`config.mk`:
```
export PLATFORM = sky130hd
export DESIGN_NAME = led_bar_monitor
export DESIGN_NICKNAME = d
export VERILOG_FILES = /design/src/rtl/led_bar_monitor.sv
export SDC_FILE = /design/constraint.sdc
export NUM_CORES = 1
export LEC_CHECK = 0
export ABC_AREA = 1
export CELL_PAD_IN_SITES_DETAIL_PLACEMENT = 1
export CELL_PAD_IN_SITES_GLOBAL_PLACEMENT = 1
export CORE_MARGIN = 2
export CORE_UTILIZATION = 32
export DETAILED_ROUTE_END_ITERATION = 8
export GPL_TIMING_DRIVEN = 0
export HOLD_SLACK_MARGIN = 0.05
export PLACE_DENSITY_LB_ADDON = 0.1
export RECOVER_POWER = 25
export SETUP_SLACK_MARGIN = 0.02
export SLEW_MARGIN = 20
export SYNTH_ARGS = -nofsm -noshare
export SYNTH_HDL_FRONTEND = slang
export SYNTH_SLANG_ARGS = --single-unit
```
`constraint.sdc`:
```
create_clock -name clk -period 1.7 [get_ports clk]
set_clock_uncertainty 0.1 [all_clocks]
set_input_delay 0.34 -clock clk [delete_from_list [all_inputs] [get_ports clk]]
set_output_delay 0.34 -clock clk [all_outputs]
set_load 0.02 [all_outputs]
```
`src/rtl/led_bar_monitor.sv`:
```
// led_bar_monitor: passive observer of a thermometer-coded LED bar.
// Decodes the bar into a level and tracks its rise/fall direction.
// Latches turn-around peaks and valleys, and flags illegal codes and
// multi-step jumps. The optional event counters are built only when
// LED_BAR_MON_CNT_EN is defined; otherwise they read as zero.
module led_bar_monitor #(
   parameter int unsigned WIDTH = 16,
   parameter int unsigned LVL_W = 5,
   parameter int unsigned CNT_W = 8
) (
   input  logic             clk,
   input  logic             rst,
   input  logic [WIDTH-1:0] led,
   output logic [LVL_W-1:0] level,
   output logic [1:0]       dir,
   output logic             turn,
   output logic [LVL_W-1:0] peak,
   output logic [LVL_W-1:0] valley,
   output logic             restart,
   output logic             code_err,
   output logic             step_err,
   output logic             err_sticky,
   output logic [CNT_W-1:0] turn_cnt,
   output logic [CNT_W-1:0] err_cnt
);

   typedef enum logic [1:0] {
      IDLE = 2'b00,
      RISE = 2'b01,
      FALL = 2'b10
   } dir_e;

   dir_e             state_q, state_d;
   logic [LVL_W-1:0] level_q, level_d;
   logic [LVL_W-1:0] peak_q, peak_d;
   logic [LVL_W-1:0] valley_q, valley_d;
   logic             turn_q, turn_d;
   logic             restart_q, restart_d;
   logic             code_err_q, code_err_d;
   logic             step_err_q, step_err_d;
   logic             sticky_q, sticky_d;

   logic             legal;
   logic [LVL_W-1:0] new_lvl;

   // Decode: a thermometer code has no set bit above a clear bit, i.e. led+1 is a power of two.
   always_comb begin
      legal   = ((led & (led + WIDTH'(1))) == '0);
      new_lvl = '0;
      for (int unsigned i = 0; i < WIDTH; i++) begin
         new_lvl = new_lvl + LVL_W'(led[i]);
      end
   end

   // Next-state: direction FSM, extrema latching and event pulses.
   always_comb begin
      state_d    = state_q;
      level_d    = level_q;
      peak_d     = peak_q;
      valley_d   = valley_q;
      turn_d     = 1'b0;
      restart_d  = 1'b0;
      code_err_d = 1'b0;
      step_err_d = 1'b0;
      if (!legal) begin
         code_err_d = 1'b1;
      end else if (new_lvl != level_q) begin
         level_d = new_lvl;
         if (new_lvl == '0 && level_q >= LVL_W'(2)) begin
            restart_d = 1'b1;
            state_d   = IDLE;
         end else if (new_lvl == level_q + LVL_W'(1)) begin
            if (state_q == FALL) begin
               turn_d   = 1'b1;
               valley_d = level_q;
            end
            state_d = RISE;
         end else if (level_q == new_lvl + LVL_W'(1)) begin
            if (state_q == RISE) begin
               turn_d = 1'b1;
               peak_d = level_q;
            end
            state_d = (new_lvl == '0) ? IDLE : FALL;
         end else begin
            step_err_d = 1'b1;
            state_d    = (new_lvl > level_q) ? RISE : FALL;
         end
      end
      sticky_d = sticky_q | code_err_d | step_err_d;
   end

   // State and output registers.
   always_ff @(posedge clk or posedge rst) begin
      if (rst) begin
         state_q    <= IDLE;
         level_q    <= '0;
         peak_q     <= '0;
         valley_q   <= '0;
         turn_q     <= 1'b0;
         restart_q  <= 1'b0;
         code_err_q <= 1'b0;
         step_err_q <= 1'b0;
         sticky_q   <= 1'b0;
      end else begin
         state_q    <= state_d;
         level_q    <= level_d;
         peak_q     <= peak_d;
         valley_q   <= valley_d;
         turn_q     <= turn_d;
         restart_q  <= restart_d;
         code_err_q <= code_err_d;
         step_err_q <= step_err_d;
         sticky_q   <= sticky_d;
      end
   end

   assign level      = level_q;
   assign dir        = state_q;
   assign turn       = turn_q;
   assign peak       = peak_q;
   assign valley     = valley_q;
   assign restart    = restart_q;
   assign code_err   = code_err_q;
   assign step_err   = step_err_q;
   assign err_sticky = sticky_q;

`ifdef LED_BAR_MON_CNT_EN
   logic [CNT_W-1:0] turn_cnt_q, turn_cnt_d;
   logic [CNT_W-1:0] err_cnt_q, err_cnt_d;

   // Saturating counters advance on the same edge that registers their pulse.
   always_comb begin
      turn_cnt_d = turn_cnt_q;
      err_cnt_d  = err_cnt_q;
      if (turn_d && turn_cnt_q != '1) begin
         turn_cnt_d = turn_cnt_q + CNT_W'(1);
      end
      if ((code_err_d || step_err_d) && err_cnt_q != '1) begin
         err_cnt_d = err_cnt_q + CNT_W'(1);
      end
   end

   // Counter registers.
   always_ff @(posedge clk or posedge rst) begin
      if (rst) begin
         turn_cnt_q <= '0;
         err_cnt_q  <= '0;
      end else begin
         turn_cnt_q <= turn_cnt_d;
         err_cnt_q  <= err_cnt_d;
      end
   end

   assign turn_cnt = turn_cnt_q;
   assign err_cnt  = err_cnt_q;
`else
   assign turn_cnt = '0;
   assign err_cnt  = '0;
`endif

endmodule

```
* Yosys cells after proc, flatten, opt, wreduce, memory -nomap -nowiden *
Index checks and enable logic that the tools add are counted.

storage, ports and cells
  input port bits = 18
  output and inout port bits = 38
  bits in registers = 22

operators by class
  bitwise operators = 5
  magnitude comparators = 2
  add/subtract/negate cells = 18
  reduce and logical (&&, ||, !) cells = 6
  mux-type cells = 21
  equal/unequal tests = 5

operators by type and width
  operator                                                           number
  adder 5 x 1 -> 5 bit                                               11
  adder 16 x 1 -> 16 bit, second input constant                      1
  AND 16 bit                                                         1
  zero test 16 bit                                                   1
  2-to-1 mux 1 bit                                                   16
  adder 5 x 1 -> 5 bit, second input constant                        2
  equality test 5 bit                                                2
  2-to-1 mux 2 bit                                                   5
  AND reduction 6 bit                                                1
  adder 4 x 1 -> 5 bit                                               1
  greater-or-equal comparator 5 x 2 -> 1 bit, second input constant  1
  greater-than comparator 5 bit                                      1
  zero test 5 bit                                                    1
  inequality test 5 bit                                              1
  AND reduction 5 bit                                                1
  adder 3 x 1 -> 4 bit                                               1
  adder 2 x 1 -> 3 bit                                               1
  adder 1 x 1 -> 2 bit                                               1
  equality test 2 x 1 -> 1 bit, second input constant                1
  equality test 2 bit, second input constant                         1
  inverter 1 bit                                                     2
  OR 1 bit                                                           2
  AND reduction 2 bit                                                1
  logical AND 1 bit                                                  1

* Depth between registers and ports, before layout *
Gate-level depths: netlist of the first run.

  depth after elaboration = 23
  gate-level depth with buffers = 23
  depth with buffers taken out = 23

* Least setup slack after synthesis of the first run *
No wires, ideal clock.

  path kind = input-to-reg
  from = input led[0]
  to = register peak_q[1] (netlist: peak[1])
  buffers on the path = 0
  slack = -2.869 ns
  data arrival time = 4.351 ns
  library setup time = 0.118 ns
  cell stages on the path = 20
  path through = inv_1 -> fa_1 -> fa_1 -> fa_1 -> fa_1 -> inv_1 -> ha_1 -> inv_1 -> fa_1 -> inv_1 -> ha_1 -> xor2_1 -> nor2_1 -> nand3_1 -> nor2_4 -> nand2_4 -> nor2_8 -> nand2_4 -> nand2_1 -> nand2_1

on the way
  cells in the longest elaborated chain, start to end = 19

RTL lines
  item                                                                          line  RTL
  from (decl)                                                                   13    input logic [WIDTH-1:0] led,
  adder 1 x 1 -> 2 bit *                                                        51    new_lvl = new_lvl + LVL_W'(led[i]);
  adder 2 x 1 -> 3 bit *                                                        51
  adder 3 x 1 -> 4 bit *                                                        51
  adder 4 x 1 -> 5 bit *                                                        51
  adder 5 x 1 -> 5 bit * (11 in series)                                         51
  net new_lvl[1]                                                                44    logic [LVL_W-1:0] new_lvl;
  parallel branches: the longest is 3 deep, another holds adder 5 x 1 -> 5 bit  -
  AND reduction 6 bit (no source line) *                                        -
  to (signal assigned)                                                          107   peak_q <= peak_d;
  to (decl)                                                                     35    logic [LVL_W-1:0] peak_q, peak_d;

Mark *: on every way through the listed nets, which the timed path passes.
A chain may end at the register's enable or synchronous reset.

* Worst setup path after layout of the first run *
  from = input led[3]
  to = register turn_q (netlist: turn)

on the way
  cells in the longest elaborated chain, start to end = 20

RTL lines
  item                                   line  RTL
  adder 3 x 1 -> 4 bit *                 51
  adder 4 x 1 -> 5 bit *                 51
  adder 5 x 1 -> 5 bit * (11 in series)  51
  net new_lvl[1]                         44
  adder 5 x 1 -> 5 bit                   78    end else if (level_q == new_lvl + LVL_W'(1)) begin
  equality test 5 bit                    78
  2-to-1 mux 1 bit                       78
  2-to-1 mux 1 bit                       72    end else if (new_lvl == level_q + LVL_W'(1)) begin
  2-to-1 mux 1 bit                       69    if (new_lvl == '0 && level_q >= LVL_W'(2)) begin
  2-to-1 mux 1 bit *                     67    end else if (new_lvl != level_q) begin
  2-to-1 mux 1 bit *                     65    if (!legal) begin
  net turn_d                             37    logic turn_q, turn_d;
  to (signal assigned)                   109   turn_q <= turn_d;
  to (decl)                              37

The timed path passes the listed nets; every way through them passes the cells marked *.

==> results of run 1 <==
[report_power, final]
group          internal [mW]  total (mW)  switching (mW)
registers              0.533       0.549          0.0167
logic                   1.48        3.51            2.03
clock network          0.207       0.373           0.167
[cell families after synthesis]
kind of cell | synth area share (%)
XOR/XNOR | 0.7792
flip-flops | 24.49
adder cells (fa/ha/maj) | 17.81
other | 0.1668
buffers and inverters | 16.75
AO/OA/AOI/OAI | 4.953
AND/OR/NAND/NOR | 35.06
[synthesized netlist by cell type (all sizes together)]
cell type / n
xor2: 2
nor3: 2
nand3: 30
a41oi: 1
o21ai: 12
o211ai: 1
nand2: 101
ha: 16
inv: 64
nor2: 21
clkinv: 1
fa: 10
nand3b: 2
nand4: 7
conb: 1
dfrtp: 22
a21oi: 6
buf: 18
[worst max-delay path, cell delays in order]
cell	delay, ns
sky130_fd_sc_hd__buf_8	0.07
sky130_fd_sc_hd__inv_2	0.03
sky130_fd_sc_hd__fa_1	0.55
sky130_fd_sc_hd__fa_1	0.44
sky130_fd_sc_hd__fa_1	0.54
sky130_fd_sc_hd__fa_1	0.41
sky130_fd_sc_hd__inv_1	0.07
sky130_fd_sc_hd__ha_2	0.18
sky130_fd_sc_hd__inv_2	0.04
sky130_fd_sc_hd__fa_2	0.56
sky130_fd_sc_hd__inv_4	0.07
sky130_fd_sc_hd__ha_4	0.21
sky130_fd_sc_hd__xor2_1	0.13
sky130_fd_sc_hd__nor2_1	0.10
sky130_fd_sc_hd__nand3_1	0.12
sky130_fd_sc_hd__nor2_4	0.13
sky130_fd_sc_hd__nand2_4	0.10
sky130_fd_sc_hd__nor2_8	0.14
sky130_fd_sc_hd__nand2_4	0.09
sky130_fd_sc_hd__buf_4	0.14
sky130_fd_sc_hd__nand2_2	0.04
[stage by stage]
step | worst slack (ns) | hold slack (ns) | cell area (sq um) | setup TNS, ns
2_1_floorplan | -2.770 | 0.2292 | 2376 | -56.46
3_3_place_gp | -3.668 | 0.3527 | 2887 | -76.14
3_5_place_dp | -3.704 | 0.3581 | 2887 | -76.96
4_1_cts | -2.717 | 0.3724 | 3166 | -54.80
5_1_grt | -2.906 | 0.3671 | 3253 | -59.10
6_report | -2.682 | 0.3604 | 3253 | -54.79
[sequential cells by signal, indices dropped and copies added (netlist names)]
signal / flops
turn: 1
code_err: 1
step_err: 1
err_sticky: 1
level: 5
valley: 5
restart: 1
dir: 2
peak: 5
[per-layer routing]
| metal | routed length (um) | up-vias | share of wire, % | GRT usage [%] |
|---|---|---|---|---|
| met5 | 0 | - | 0 | 0 |
| met4 | 97 | 0 | 1.6 | 5.734 |
| met3 | 122 | 8 | 2.1 | 0.9425 |
| met2 | 3170 | 29 | 53 | 30.17 |
| met1 | 2550 | 1072 | 43 | 19.60 |
| li1 | - | 1107 | - | - |
[repair_timing]
action,4_1_cts,5_1_grt
setup endpoints to repair,29,31
pin swaps,33,7
gates cloned,1,0
setup buffers,18,4
resized for setup,90,32
[cell type report]
cell class / count / area [sq um] / share of cell area [%]
clock buffers: 4 / 55.05 / 1.692
multi-input cells: 227 / 1556 / 47.85
flip-flops and latches: 22 / 551.8 / 16.96
inverters: 65 / 274.0 / 8.423
plain buffers: 18 / 138.9 / 4.269
repair buffers: 62 / 556.8 / 17.12
well taps: 96 / 120.1 / 3.692
[path summary, 6_finish.rpt]
kind / slack, ns / endpoint / from
setup / recovery: -2.68 / turn / led[3]
hold / removal: 0.36 / code_err / led[11]
setup reg to reg: -0.52 / valley[0] / level[0]
hold reg to reg: 0.37 / peak[1] / peak[1]
max in group asynchronous: 0.34 / level[1] / rst
min in group asynchronous: 0.58 / valley[4] / rst
==> metrics.csv, run 1 <==
stage,metric,value,unit
yosys,synthesis.yosys.warnings,0,
die,rows,30,
setup_path,worstSetupEndpointType,register,
setup_path,start_kind,input pin,
timing,setup_repair_after_global_routing_missed_its_margin,yes,
timing,maxClockFrequency,0.2282,GHz
timing,min_period_over_period,257.8,%
yosys,synth.distinct_cells,28,
yosys,seq_total_area_yosys,24.49,%
timing,hold_viol,0,
finish,diodes,0,
clock_tree,worstSkewPairLatency,0.26,ns
finish,layout.filler_cells,850,
detailed_routing,initialDrtViolationCount,74,
die,ios,56,
clock_tree,number_of_levels_the_h_tree_was_split_into,1,
detailed_routing,wire_per_inst,12.02,um
detailed_routing,drt.antenna.violating_nets,0,
detailed_routing,routed_via_density,4.486,
power,total_power,4.433,mW
setup_path,timing.critical_path.fanout_max,6,
outcome,violations,setup timing,
job,drv_cap,0,
global_routing,grt_overflow_total,0,
timing,final_critical_path_setup_slack,-2.682,ns
power,worst_ir_drop_vdd,0.6523,mV
clock_tree,cts_hold_buffers,0,
clock_tree,cts_tree,built,
finish,areaGrowthSynthToFinish,44.69,%
placed_design,placed_cell_count,467,
placed_design,gp_routability_congestion,0.8303,
setup_path,crit_required,1.81,ns
timing,maxSlewViolCount,0,
clock_tree,cts-root-buf,sky130_fd_sc_hd__clkbuf_8,
timing,setup_viol,21,
setup_path,timing.critical_path.arrival,4.49,ns
finish,highest_count_cells_in_the_layout_ignoring_fill_and_taps,"79 x sky130_fd_sc_hd__nand2_1, 46 x sky130_fd_sc_hd__inv_1, 36 x sky130_fd_sc_hd__buf_4, 25 x sky130_fd_sc_hd__nand3_1, 21 x sky130_fd_sc_hd__dfrtp_1",
global_routing,initial_antenna_violation_count,0,
yosys,synth_cells,317,
yosys,largest_area_contributor_in_the_netlist,sky130_fd_sc_hd__dfrtp_1,
setup_path,crit_type,in -> reg,
global_routing,grt_use_total,16.20,%
yosys,netlist_top_cells_area,"sky130_fd_sc_hd__dfrtp_1 24%, sky130_fd_sc_hd__nand2_1 15%, sky130_fd_sc_hd__inv_1 10%, sky130_fd_sc_hd__fa_1 8.9%, sky130_fd_sc_hd__ha_1 8.9%",
yosys,syn-mean-instance-area,7.093,sq um
finish,final_util,47.88,%
clock_tree,tritoncts.num_buffers,3,
yosys,syn_area,2248,sq um
yosys,ys_seq_elements,22,
finish,post_layout_nonfiller_instances,494,
placed_design,dpl.hpwl,4.659,mm
finish,mostFrequentLayoutCell,sky130_fd_sc_hd__nand2_1,
placed_design,port_buffers,39,
die,die_width,87.82,um
detailed_routing,vias,2216,
power,total_leakage_power,1.746,nW
global_routing,pin_count_of_the_biggest_net_entering_global_routing,23,
worst_hold_path,hold_path_depth,5,
clock_tree,cts.reportedPaths.clkPinSlew,0.08,ns
timing,period_minus_slack,4.382,ns
clock_tree,clock_sink_count,22,
timing,slew_headroom,43.87,%
finish,fraction_of_final_layout_cells_with_drive_strength_greater_than_1,30.90,%
global_routing,vias_in_the_first_global_route,2182,
die,chipHeight,87.82,um
die,initial_cell_density_of_the_core,33.09,%
finish,final_nets,443,
detailed_routing,route.detailed.drc,0,
timing,worst_slew_pin_slew,0.8410,ns
die,die-area,7712,sq um
global_routing,grt_first_pass_wirelength,10.09,mm
detailed_routing,routed_wl,5.940,mm
yosys,synth_largest_type_area_fraction,24.49,%
setup_path,r2r_cells,11,
clock_tree,number_of_buffers_on_the_longest_clock_path,2,
die,floorplan.core_area,6794,sq um
detailed_routing,detailedRoute.firstPassIterationCount,4,
outcome,outcome,"complete, but fails checks",
power,power_per_cell_area,1363,nW/um^2
worst_hold_path,hold_class,in -> reg,
No activity file was read; power rests on OpenSTA's default activity.
==> inputs of run 2 (changes only) <==
--- a/config.mk
+++ b/config.mk
@@ -6,15 +6,16 @@
 export NUM_CORES = 1
 export LEC_CHECK = 0
 export ABC_AREA = 1
+export CAP_MARGIN = 30
 export CELL_PAD_IN_SITES_DETAIL_PLACEMENT = 1
 export CELL_PAD_IN_SITES_GLOBAL_PLACEMENT = 1
 export CORE_MARGIN = 2
-export CORE_UTILIZATION = 32
+export CORE_UTILIZATION = 38
 export DETAILED_ROUTE_END_ITERATION = 8
 export GPL_TIMING_DRIVEN = 0
 export HOLD_SLACK_MARGIN = 0.05
 export PLACE_DENSITY_LB_ADDON = 0.1
-export RECOVER_POWER = 25
+export RECOVER_POWER = 50
 export SETUP_SLACK_MARGIN = 0.02
 export SLEW_MARGIN = 20
 export SYNTH_ARGS = -nofsm -noshare
==> constraint.sdc (replaced) <==
create_clock -name clk -period 5.6 [get_ports clk]
set_clock_uncertainty 0.1 [all_clocks]
set_input_delay 1.12 -clock clk [delete_from_list [all_inputs] [get_ports clk]]
set_output_delay 1.12 -clock clk [all_outputs]
set_load 0.02 [all_outputs]
==> metrics.csv, run 2 (same netlist as run 1, synthesis figures left out) <==
stage,metric,value,unit,change
global_routing,vias_in_the_first_global_route,2144,,"was 2,182"
timing,worst_slew_pin_slew,0.8067,ns,was 0.8410 ns
die,die-area,6548,sq um,was 7712 sq um
setup_path,worstSetupEndpointType,register,,unchanged
finish,areaGrowthSynthToFinish,32.83,%,was 44.69%
placed_design,place_worst_setup_slack,-0.6606,ns,was -3.704 ns
worst_hold_path,hold_path_depth,2,,was 5
placed_design,port_buffers,39,,unchanged
power,power_per_cell_area,418.7,nW/um^2,was 1363 nW/um^2
clock_tree,number_of_buffers_on_the_longest_clock_path,2,,unchanged
die,initial_cell_density_of_the_core,38.66,%,was 33.09%
power,total_leakage_power,1.650,nW,was 1.746 nW
timing,final_critical_path_setup_slack,0.1547,ns,was -2.682 ns
finish,highest_count_cells_in_the_layout_ignoring_fill_and_taps,"88 x sky130_fd_sc_hd__nand2_1, 51 x sky130_fd_sc_hd__inv_1, 29 x sky130_fd_sc_hd__buf_4, 26 x sky130_fd_sc_hd__nand3_1, 22 x sky130_fd_sc_hd__dfrtp_1",,"was 79 x sky130_fd_sc_hd__nand2_1, 46 x sky130_fd_sc_hd__inv_1, 36 x sky130_fd_sc_hd__buf_4, 25 x sky130_fd_sc_hd__nand3_1, 21 x sky130_fd_sc_hd__dfrtp_1"
setup_path,crit_required,5.65,ns,was 1.81 ns
setup_path,timing.critical_path.arrival,5.49,ns,was 4.49 ns
timing,totalNegativeSetupSlack,0,ns,was -54.79 ns
timing,slew_headroom,46.16,%,was 43.87%
outcome,outcome,finished clean,,"was complete, but fails checks"
detailed_routing,drt.antenna.violating_nets,0,,unchanged
finish,fraction_of_final_layout_cells_with_drive_strength_greater_than_1,21.30,%,was 30.90%
finish,diodes,0,,unchanged
timing,setup_repair_after_global_routing_missed_its_margin,no,,was yes
die,chipHeight,80.92,um,was 87.82 um
global_routing,grt_overflow_total,0,,unchanged
power,worst_ir_drop_vdd,0.3273,mV,was 0.6523 mV
timing,min_period_over_period,97.24,%,
clock_tree,cts-root-buf,sky130_fd_sc_hd__clkbuf_8,,unchanged
timing,period_minus_slack,5.445,ns,
clock_tree,tritoncts.num_buffers,3,,unchanged
clock_tree,cts.reportedPaths.clkPinSlew,0.07,ns,was 0.08 ns
timing,hold_ws,0.3676,ns,was 0.3604 ns
timing,hold_viol,0,,unchanged
detailed_routing,detailedRoute.firstPassIterationCount,4,,unchanged
setup_path,crit_type,in -> reg,,unchanged
detailed_routing,routed_wl,5.813,mm,was 5.940 mm
die,floorplan.core_area,5816,sq um,was 6794 sq um
setup_path,timing.rr.end,valley[3],,was valley[0]
die,die_width,80.92,um,was 87.82 um
clock_tree,worstSkewPairLatency,0.25,ns,was 0.26 ns
setup_path,r2r_cells,10,,was 11
finish,final_nets,431,,was 443
setup_path,timing.critical_path.fanout_max,6,,unchanged
clock_tree,clock_sink_count,22,,unchanged
detailed_routing,wire_per_inst,12.64,um,was 12.02 um
worst_hold_path,hold_class,reg -> reg,,was in -> reg
clock_tree,number_of_levels_the_h_tree_was_split_into,1,,unchanged
worst_hold_path,min_from,peak[4],,was led[11]
placed_design,gp_routability_congestion,0.7488,,was 0.8303
timing,setup_viol,0,,was 21
die,ios,56,,unchanged
timing,maxClockFrequency,0.1836,GHz,
global_routing,grt_first_pass_wirelength,9.867,mm,was 10.09 mm
global_routing,grt_use_total,19.03,%,was 16.20%
global_routing,initial_antenna_violation_count,0,,unchanged
setup_path,start_kind,input pin,,unchanged
detailed_routing,initialDrtViolationCount,57,,was 74
placed_design,dpl.hpwl,4.563,mm,was 4.659 mm
detailed_routing,routed_via_density,4.646,,was 4.486
worst_hold_path,holdPathEnd,peak[4],,was code_err
job,drv_cap,0,,unchanged
die,rows,28,,was 30
setup_path,critical_path.reg2reg.startpoint,level[0],,unchanged
finish,mostFrequentLayoutCell,sky130_fd_sc_hd__nand2_1,,unchanged
clock_tree,cts_tree,built,,unchanged
timing,maxSlewViolCount,0,,unchanged
global_routing,pin_count_of_the_biggest_net_entering_global_routing,23,,unchanged
detailed_routing,vias,2137,,"was 2,216"
setup_path,setup.reg_to_reg.worst_slack,3.42,ns,was -0.52 ns
detailed_routing,route.detailed.drc,0,,unchanged
==> run 2: changes by cell type in the layout (fill, tap and decap cells not counted), moves of 3 or more <==
| cell | delta |
|---|---|
| sky130_fd_sc_hd__dlygate4sd3_1 | +11 |
| sky130_fd_sc_hd__inv_4 | -5 |
| sky130_fd_sc_hd__nand2_1 | +9 |
| sky130_fd_sc_hd__clkdlybuf4s50_1 | +6 |
| sky130_fd_sc_hd__dlygate4sd2_1 | -4 |
| sky130_fd_sc_hd__dlymetal6s2s_1 | -4 |
| sky130_fd_sc_hd__clkbuf_2 | +4 |
| sky130_fd_sc_hd__clkbuf_1 | -5 |
| sky130_fd_sc_hd__inv_1 | +5 |
| sky130_fd_sc_hd__buf_8 | -3 |
| sky130_fd_sc_hd__buf_6 | -9 |
| sky130_fd_sc_hd__buf_4 | -7 |
| sky130_fd_sc_hd__nand2_2 | -6 |
| sky130_fd_sc_hd__o21ai_0 | +3 |
==> run 2: worst max-delay path by stage <==
stage	startpoint	endpoint	cells after the start
after floorplan	led[0]	peak[1]	20
after global placement	led[3]	level[4]	21
after detailed placement	led[0]	level[4]	21
after CTS	led[13]	peak[0]	21
after global routing	led[5]	peak[1]	21
final	led[5]	peak[1]	21
==> run 2: timing repair <==
item	in CTS	in global routing
resized for setup	23	20
endpoints found under the setup margin	21	21
pin swaps	17	15
setup buffers	8	3
hold buffers	0	0
==> run 2: critical path: stages <==
cell,delay [ns]
sky130_fd_sc_hd__dlygate4sd2_1,0.23
sky130_fd_sc_hd__inv_2,0.07
sky130_fd_sc_hd__fa_1,0.57
sky130_fd_sc_hd__fa_1,0.45
sky130_fd_sc_hd__fa_1,0.53
sky130_fd_sc_hd__fa_1,0.44
sky130_fd_sc_hd__inv_2,0.08
sky130_fd_sc_hd__ha_4,0.13
sky130_fd_sc_hd__inv_1,0.05
sky130_fd_sc_hd__fa_2,0.56
sky130_fd_sc_hd__inv_4,0.06
sky130_fd_sc_hd__ha_4,0.24
sky130_fd_sc_hd__xor2_1,0.14
sky130_fd_sc_hd__nor2_1,0.13
sky130_fd_sc_hd__nand3_2,0.12
sky130_fd_sc_hd__nor2_4,0.13
sky130_fd_sc_hd__nand2_4,0.09
sky130_fd_sc_hd__nor2_8,0.14
sky130_fd_sc_hd__nand2_4,0.09
sky130_fd_sc_hd__nand2_1,0.08
sky130_fd_sc_hd__nand2_1,0.05
==> run 2: power by group <==
group	internal [mW]	total [mW]	switching, mW
clock	0.0479	0.0926	0.0447
combinational	0.410	0.991	0.581
sequential	0.162	0.167	0.00507
==> run 2: final cells by class <==
type | count | area (sq um)
Fill cell | 772 | 2829
Tap cell | 75 | 93.84
Sequential cell | 22 | 550.5
Inverter | 65 | 246.5
Clock buffer | 3 | 41.29
Timing Repair Buffer | 50 | 447.9
Buffer | 18 | 135.1
Multi-Input combinational cell | 227 | 1471
==> run 2: metal layers <==
layer	track usage [%]	wire length, um	vias up
met5	0	0	-
met1	22.80	2478	1000
met2	36.36	3055	41
met3	1.444	180	10
met4	4.915	98	0
li1	-	-	1086
==> run 2: through the flow <==
stage / area, sq um / util [%] / std cells / total power, mW
2_1_floorplan: 2305 / - / 332 / 0.7537
3_3_place_gp: 2789 / 47.96 / 446 / 0.8894
3_5_place_dp: 2789 / 47.96 / 446 / 0.9175
4_1_cts: 2922 / 50.24 / 457 / 1.155
5_1_grt: 2987 / 51.36 / 460 / 1.387
6_report: 2987 / 51.36 / 460 / 1.251
